File: src/rtl/mips_step_ctrl.sv
// rtl/mips_step_ctrl.sv - run/halt/single-step controller producing the MIPS core enable
//
// Re-times each rising edge of the divided clock into a one-cycle cpu_en pulse in
// the clk domain, gated by a run switch, a debounced step button and the core's
// halt request. A wrapping counter of issued pulses is exported for display/debug.
//
// Ports:
//   clk       in   system clock, all state updates on the rising edge
//   reset     in   asynchronous active-low reset, clears every flop
//   slow_clk  in   divided clock, asynchronous to clk (>=2 clk cycles per level)
//   run       in   raw run switch (level)
//   step_btn  in   raw step push button, active-high, bouncing
//   halt_req  in   halt request from the core (break/syscall), level, clk domain
//   cpu_en    out  registered one-cycle core enable
//   state     out  2'b00 HALT, 2'b01 RUN, 2'b10 STEP
//   cycles    out  number of cpu_en pulses issued, wraps silently

module mips_step_ctrl #(
    parameter int DB_WIDTH  = 16,
    parameter int DB_COUNT  = 50000,
    parameter int CNT_WIDTH = 32
) (
    input  logic                 clk,
    input  logic                 reset,
    input  logic                 slow_clk,
    input  logic                 run,
    input  logic                 step_btn,
    input  logic                 halt_req,
    output logic                 cpu_en,
    output logic [1:0]           state,
    output logic [CNT_WIDTH-1:0] cycles
);

    typedef enum logic [1:0] {
        ST_HALT = 2'b00,
        ST_RUN  = 2'b01,
        ST_STEP = 2'b10
    } state_t;

    // Terminal count: the button must disagree with db_state for DB_COUNT
    // consecutive cycles, i.e. the counter sees 0..DB_COUNT-1.
    localparam logic [DB_WIDTH-1:0] DB_LAST = DB_WIDTH'(DB_COUNT - 1);

    // ------------------------------------------------------------------
    // Two-flop synchronisers plus the slow_clk edge-detect flop
    // ------------------------------------------------------------------
    logic sc_m, sc_s, sc_prev;
    logic run_m, run_s;
    logic btn_m, btn_s;
    logic tick;

    always_ff @(posedge clk or negedge reset) begin
        if (!reset) begin
            sc_m    <= 1'b0;
            sc_s    <= 1'b0;
            sc_prev <= 1'b0;
            run_m   <= 1'b0;
            run_s   <= 1'b0;
            btn_m   <= 1'b0;
            btn_s   <= 1'b0;
        end else begin
            sc_m    <= slow_clk;
            sc_s    <= sc_m;
            sc_prev <= sc_s;
            run_m   <= run;
            run_s   <= run_m;
            btn_m   <= step_btn;
            btn_s   <= btn_m;
        end
    end

    // One cycle per slow_clk rising edge; the level-width guarantee on
    // slow_clk keeps successive ticks at least 4 cycles apart.
    assign tick = sc_s & ~sc_prev;

    // ------------------------------------------------------------------
    // Step button debounce: accept a new level only after it has been
    // stable for DB_COUNT cycles. Any return to the accepted level
    // restarts the count, so bounce never reaches db_state.
    // ------------------------------------------------------------------
    logic                db_state;
    logic                db_prev;
    logic [DB_WIDTH-1:0] db_cnt;
    logic                step_pulse;

    always_ff @(posedge clk or negedge reset) begin
        if (!reset) begin
            db_state <= 1'b0;
            db_prev  <= 1'b0;
            db_cnt   <= '0;
        end else begin
            db_prev <= db_state;
            if (btn_s == db_state) begin
                db_cnt <= '0;
            end else if (db_cnt == DB_LAST) begin
                db_state <= btn_s;
                db_cnt   <= '0;
            end else begin
                db_cnt <= db_cnt + DB_WIDTH'(1);
            end
        end
    end

    // Press only; a debounced release produces nothing.
    assign step_pulse = db_state & ~db_prev;

    // ------------------------------------------------------------------
    // Run/halt/step FSM: state register, cpu_en register and cycle counter
    // ------------------------------------------------------------------
    state_t state_q, state_d;
    logic   cpu_en_d;

    always_ff @(posedge clk or negedge reset) begin
        if (!reset) begin
            state_q <= ST_HALT;
            cpu_en  <= 1'b0;
            cycles  <= '0;
        end else begin
            state_q <= state_d;
            cpu_en  <= cpu_en_d;
            if (cpu_en_d) begin
                cycles <= cycles + CNT_WIDTH'(1);
            end
        end
    end

    // Next-state logic
    always_comb begin
        state_d = state_q;
        case (state_q)
            ST_HALT: begin
                if (run_s && !halt_req) begin
                    state_d = ST_RUN;
                end else if (!run_s && step_pulse) begin
                    state_d = ST_STEP;
                end
            end
            ST_RUN: begin
                if (!run_s || halt_req) begin
                    state_d = ST_HALT;
                end
            end
            ST_STEP: begin
                // halt_req is deliberately ignored so a break can be stepped past.
                if (tick) begin
                    state_d = ST_HALT;
                end
            end
            default: state_d = ST_HALT;
        endcase
    end

    // Output logic: a halt or switch-off in RUN wins over a same-cycle tick,
    // so the pulse is suppressed on the cycle the FSM leaves RUN.
    always_comb begin
        cpu_en_d = 1'b0;
        case (state_q)
            ST_RUN:  cpu_en_d = tick & run_s & ~halt_req;
            ST_STEP: cpu_en_d = tick;
            default: cpu_en_d = 1'b0;
        endcase
    end

    assign state = state_q;

endmodule
File: config.mk
export PLATFORM = sky130hd
export DESIGN_NAME = mips_step_ctrl
export DESIGN_NICKNAME = d
export VERILOG_FILES = /design/src/rtl/mips_step_ctrl.sv
export SDC_FILE = /design/constraint.sdc
export NUM_CORES = 1
export LEC_CHECK = 0
export CORE_UTILIZATION = 54
export CTS_CLUSTER_DIAMETER = 150
export DETAILED_ROUTE_END_ITERATION = 8
export GPL_ROUTABILITY_DRIVEN = 0
export PLACE_DENSITY = 0.79
export SLEW_MARGIN = 30
export SYNTH_ARGS = -nofsm -noshare
export SYNTH_HDL_FRONTEND = slang
export SYNTH_SLANG_ARGS = --single-unit
File: constraint.sdc
create_clock -name clk -period 1.9 [get_ports clk]
set_input_delay 0.285 -clock clk [delete_from_list [all_inputs] [get_ports clk]]
set_output_delay 0.285 -clock clk [all_outputs]
set_load 0.01 [all_outputs]
==> out/results.ini <==
[place]
hpwl_um=4010
placedInstanceArea_um2=3400
port_buffers=40
dp.cells=372

[die]
row_count=25
initial_core_util_pct=57.7
die_h_um=73.9
die-area_um2=5470
io_pins=41
core-area_um2=4850
die_w_um=73.9

[timing]
period_minus_slack_ps=1830
final-hold-violation-count=0
rsz0062_at_grt=true
fin_crit_sh_pct=96.5
max-slew-margin-rel_pct=75.7
slew_violations=0
fmax_mhz=546
worst_pin_slew_ps=365
finClkSkew_ps=7.88
setup_violations=0

[setup_path]
rr_worst_depth=6
critPathMaxFanout=8
crit_chain=inv_1 > ha_4 > nand3b_1 > a211o_4 > nor4_1 > xnor2_1
startpoint=state[0]
path_buf_inv=1
r2r_start=state[0]
worst-setup-path-type=flop to flop
crit_path_start_kind=flop
crit_path_end_kind=flop
r2r-end=cycles[12]
cp_top_family=simple AND/OR/NAND/NOR gates
reg2reg_slack_ps=70
worstPathRequired_ps=2160
cp_data_arrival_time_ps=2090
slowest_delay_ps=390
worst-path-stages=6
crit_path_end=cycles[12]
cpMaxStageDelayCell=dfrtp_1

[drt]
drt-initial-drc-count=118
wl_um=5880
via_per_inst=5.59
vias=2179
drc=0
wl_per_cell_um=15.1
dr.pass1.iters=4
ant_nets=0

[cts]
clock_sinks=60
cts_buffer_depth=2
cts_tree=built
ctsHtreeMaxLevel=3
cts_made_buffers=9
clock_latency_ps=340
clk_pin_slew_worst_paths_ps=60
root_buffer=clkbuf_8

[synthesis]
ys_warn_count=0
synth_nets=263
ys_types=34
ys_seq_area_share_pct=53.7
syn_avg_cell_area_um2=11.1
syn_area_um2=2800
postSynthCellCount=252
synth-seq-cells=60

[power_and_ir_drop]
vdd_drop_max_mv=0.602
clkPwrFrac_pct=36.6
seqPwrFrac_pct=51.1
internal_power_mw=2.03
netSwitchingFraction_pct=24.7
power_frac_comb_pct=12.2
p_switching_mw=0.667
p_leak_nw=1.60
powerDensity_nw_per_um2=741

[layout]
drive_gt1_share_pct=14.2
final_area_um2=3640
syn2layout_area_growth_pct=30.3
layoutNonFillerInstCount=390
fin_nets=330
diodes=0
final_core_util_pct=75.1

[global_route]
grt_pass1_wl_um=9580
grt_pass1_vias=2020
antenna_found_initial=0
grt_overflow_total=0
gr-usage-all-layers_pct=24.2
grt_max_degree=46

[worst_hold_path]
hold_class=flop to flop
min_from=sc_m

[outcome]
status=finished clean

[flow_run]
maxCapViolCount=0

what timing repair did:
item                       CTS  global route
setup endpoints to repair    6            10
buffers inserted             0             2
hold endpoints to repair    15             0
resized for setup            3             3
pin swaps                    0             2
gates cloned                 0             0
hold buffers                 1             0
routing by layer:
| metal | GRT usage [%] | share of wire [%] | vias up |
|---|---|---|---|
| li1 | - | - | 1027 |
| met1 | 32.6 | 46 | 1075 |
| met2 | 35.9 | 47 | 68 |
| met3 | 8.81 | 5.8 | 9 |
| met4 | 9.62 | 1.4 | 0 |
| met5 | 0 | 0 | - |
logic make-up (layout without fill, tap and decap cells):
logic type | after synthesis | in the layout | share of synthesized area [%]
multiplexers | 2 | 2 | 0.806
AND/OR/NAND/NOR | 111 | 111 | 23.5
AO/OA/AOI/OAI | 14 | 14 | 3.36
adder cells (fa/ha/maj) | 5 | 5 | 2.24
buffers and inverters | 15 | 86 | 2.28
flip-flops | 60 | 60 | 53.7
XOR/XNOR | 45 | 45 | 14.1
cells in the mapped netlist (all sizes together):
master  instances  area share [%]
dfrtp          60              54
xor2           26             8.1
nand3          22             3.9
nor2           21             2.8
xnor2          19             6.0
nand4          18             4.3
inv            11             1.5
nor3           11             2.0
nor4           10             4.0
nand2           9             1.2
a21oi           6             1.1
and3            6             1.3
ha              5             2.2
and4            4             1.3
clkbuf          3            0.40
o21ai           3            0.54
and3b           2            0.63
mux2            2            0.81
nand2b          2            0.45
nand3b          2            0.54
a211o           1            0.31
a211oi          1            0.27
a41o            1            0.36
and2            1            0.22
buf             1            0.40
nor3b           1            0.27
o211a           1            0.36
o211ai          1            0.45
or3             1            0.22
or4             1            0.40
flip-flops by register name, indices dropped and copies added (netlist names):
register and cells:
btn_s 1, sc_m 1, cycles 32, db_prev 1
sc_s 1, db_cnt 16, cpu_en 1, db_state 1
sc_prev 1, state 2, run_s 1, run_m 1
btn_m 1
worst min-delay path by stage:
| stage | end | slack, ps | depth (start not counted) |
|---|---|---|---|
| after floorplan | btn_m | -10 | 0 |
| after global placement | db_prev | 220 | 1 |
| after detailed placement | db_prev | 220 | 1 |
| after CTS | sc_s | 350 | 0 |
| after global routing | sc_s | 350 | 0 |
| final | sc_s | 350 | 0 |
layout by cell type, fill, tap and decap left out, types with 2 or more instances in the layout:
cell type / Yosys / routed
buf_4: 0 / 17
and4_1: 4 / 4
nand3b_1: 2 / 2
o21ai_0: 2 / 2
nand2_1: 9 / 9
nor2_1: 21 / 21
a21oi_1: 6 / 6
nand2b_1: 2 / 2
nand4_1: 17 / 17
xnor2_1: 19 / 19
ha_1: 5 / 4
clkbuf_8: 0 / 11
nor4_4: 2 / 4
xor2_1: 26 / 26
and3_1: 6 / 6
buf_12: 0 / 2
nand3_1: 22 / 22
clkdlybuf4s50_1: 0 / 39
nor3_1: 11 / 11
clkinv_2: 0 / 2
nor4_1: 5 / 5
mux2_2: 2 / 2
inv_1: 11 / 11
clkbuf_1: 3 / 2
and3b_1: 2 / 2
dfrtp_1: 60 / 60
power by group through the flow:
stage | clock (mW) | combinational (mW) | sequential [mW]
after floorplan | 0 | 0.118 | 1.41
after global placement | 0 | 0.274 | 1.40
after detailed placement | 0 | 0.288 | 1.40
after CTS | 1.02 | 0.297 | 1.38
after global routing | 1.08 | 0.364 | 1.38
final | 0.989 | 0.331 | 1.38
metrics by stage:
| step | TNS, ps | setup slack, ps | total power, mW | hold slack [ps] |
|---|---|---|---|---|
| 2_1_floorplan | 0 | 130 | 1.52 | -10.6 |
| 3_3_place_gp | -41.1 | -26.4 | 1.67 | 220 |
| 3_5_place_dp | -115 | -41.8 | 1.69 | 215 |
| 4_1_cts | 0 | 0.973 | 2.69 | 351 |
| 5_1_grt | -13.0 | -13.0 | 2.82 | 354 |
| 6_report | 0 | 67.3 | 2.70 | 350 |
layout make-up:
type                            instances  area, um^2
Inverter                               11        41.3
Tap cell                               67        83.8
Fill cell                             333        1210
Clock inverter                          2        10.0
Sequential cell                        60        1500
Clock buffer                           13         159
Timing Repair Buffer                   60         573
Multi-Input combinational cell        177        1270
Power figures use the tool's default switching activity.
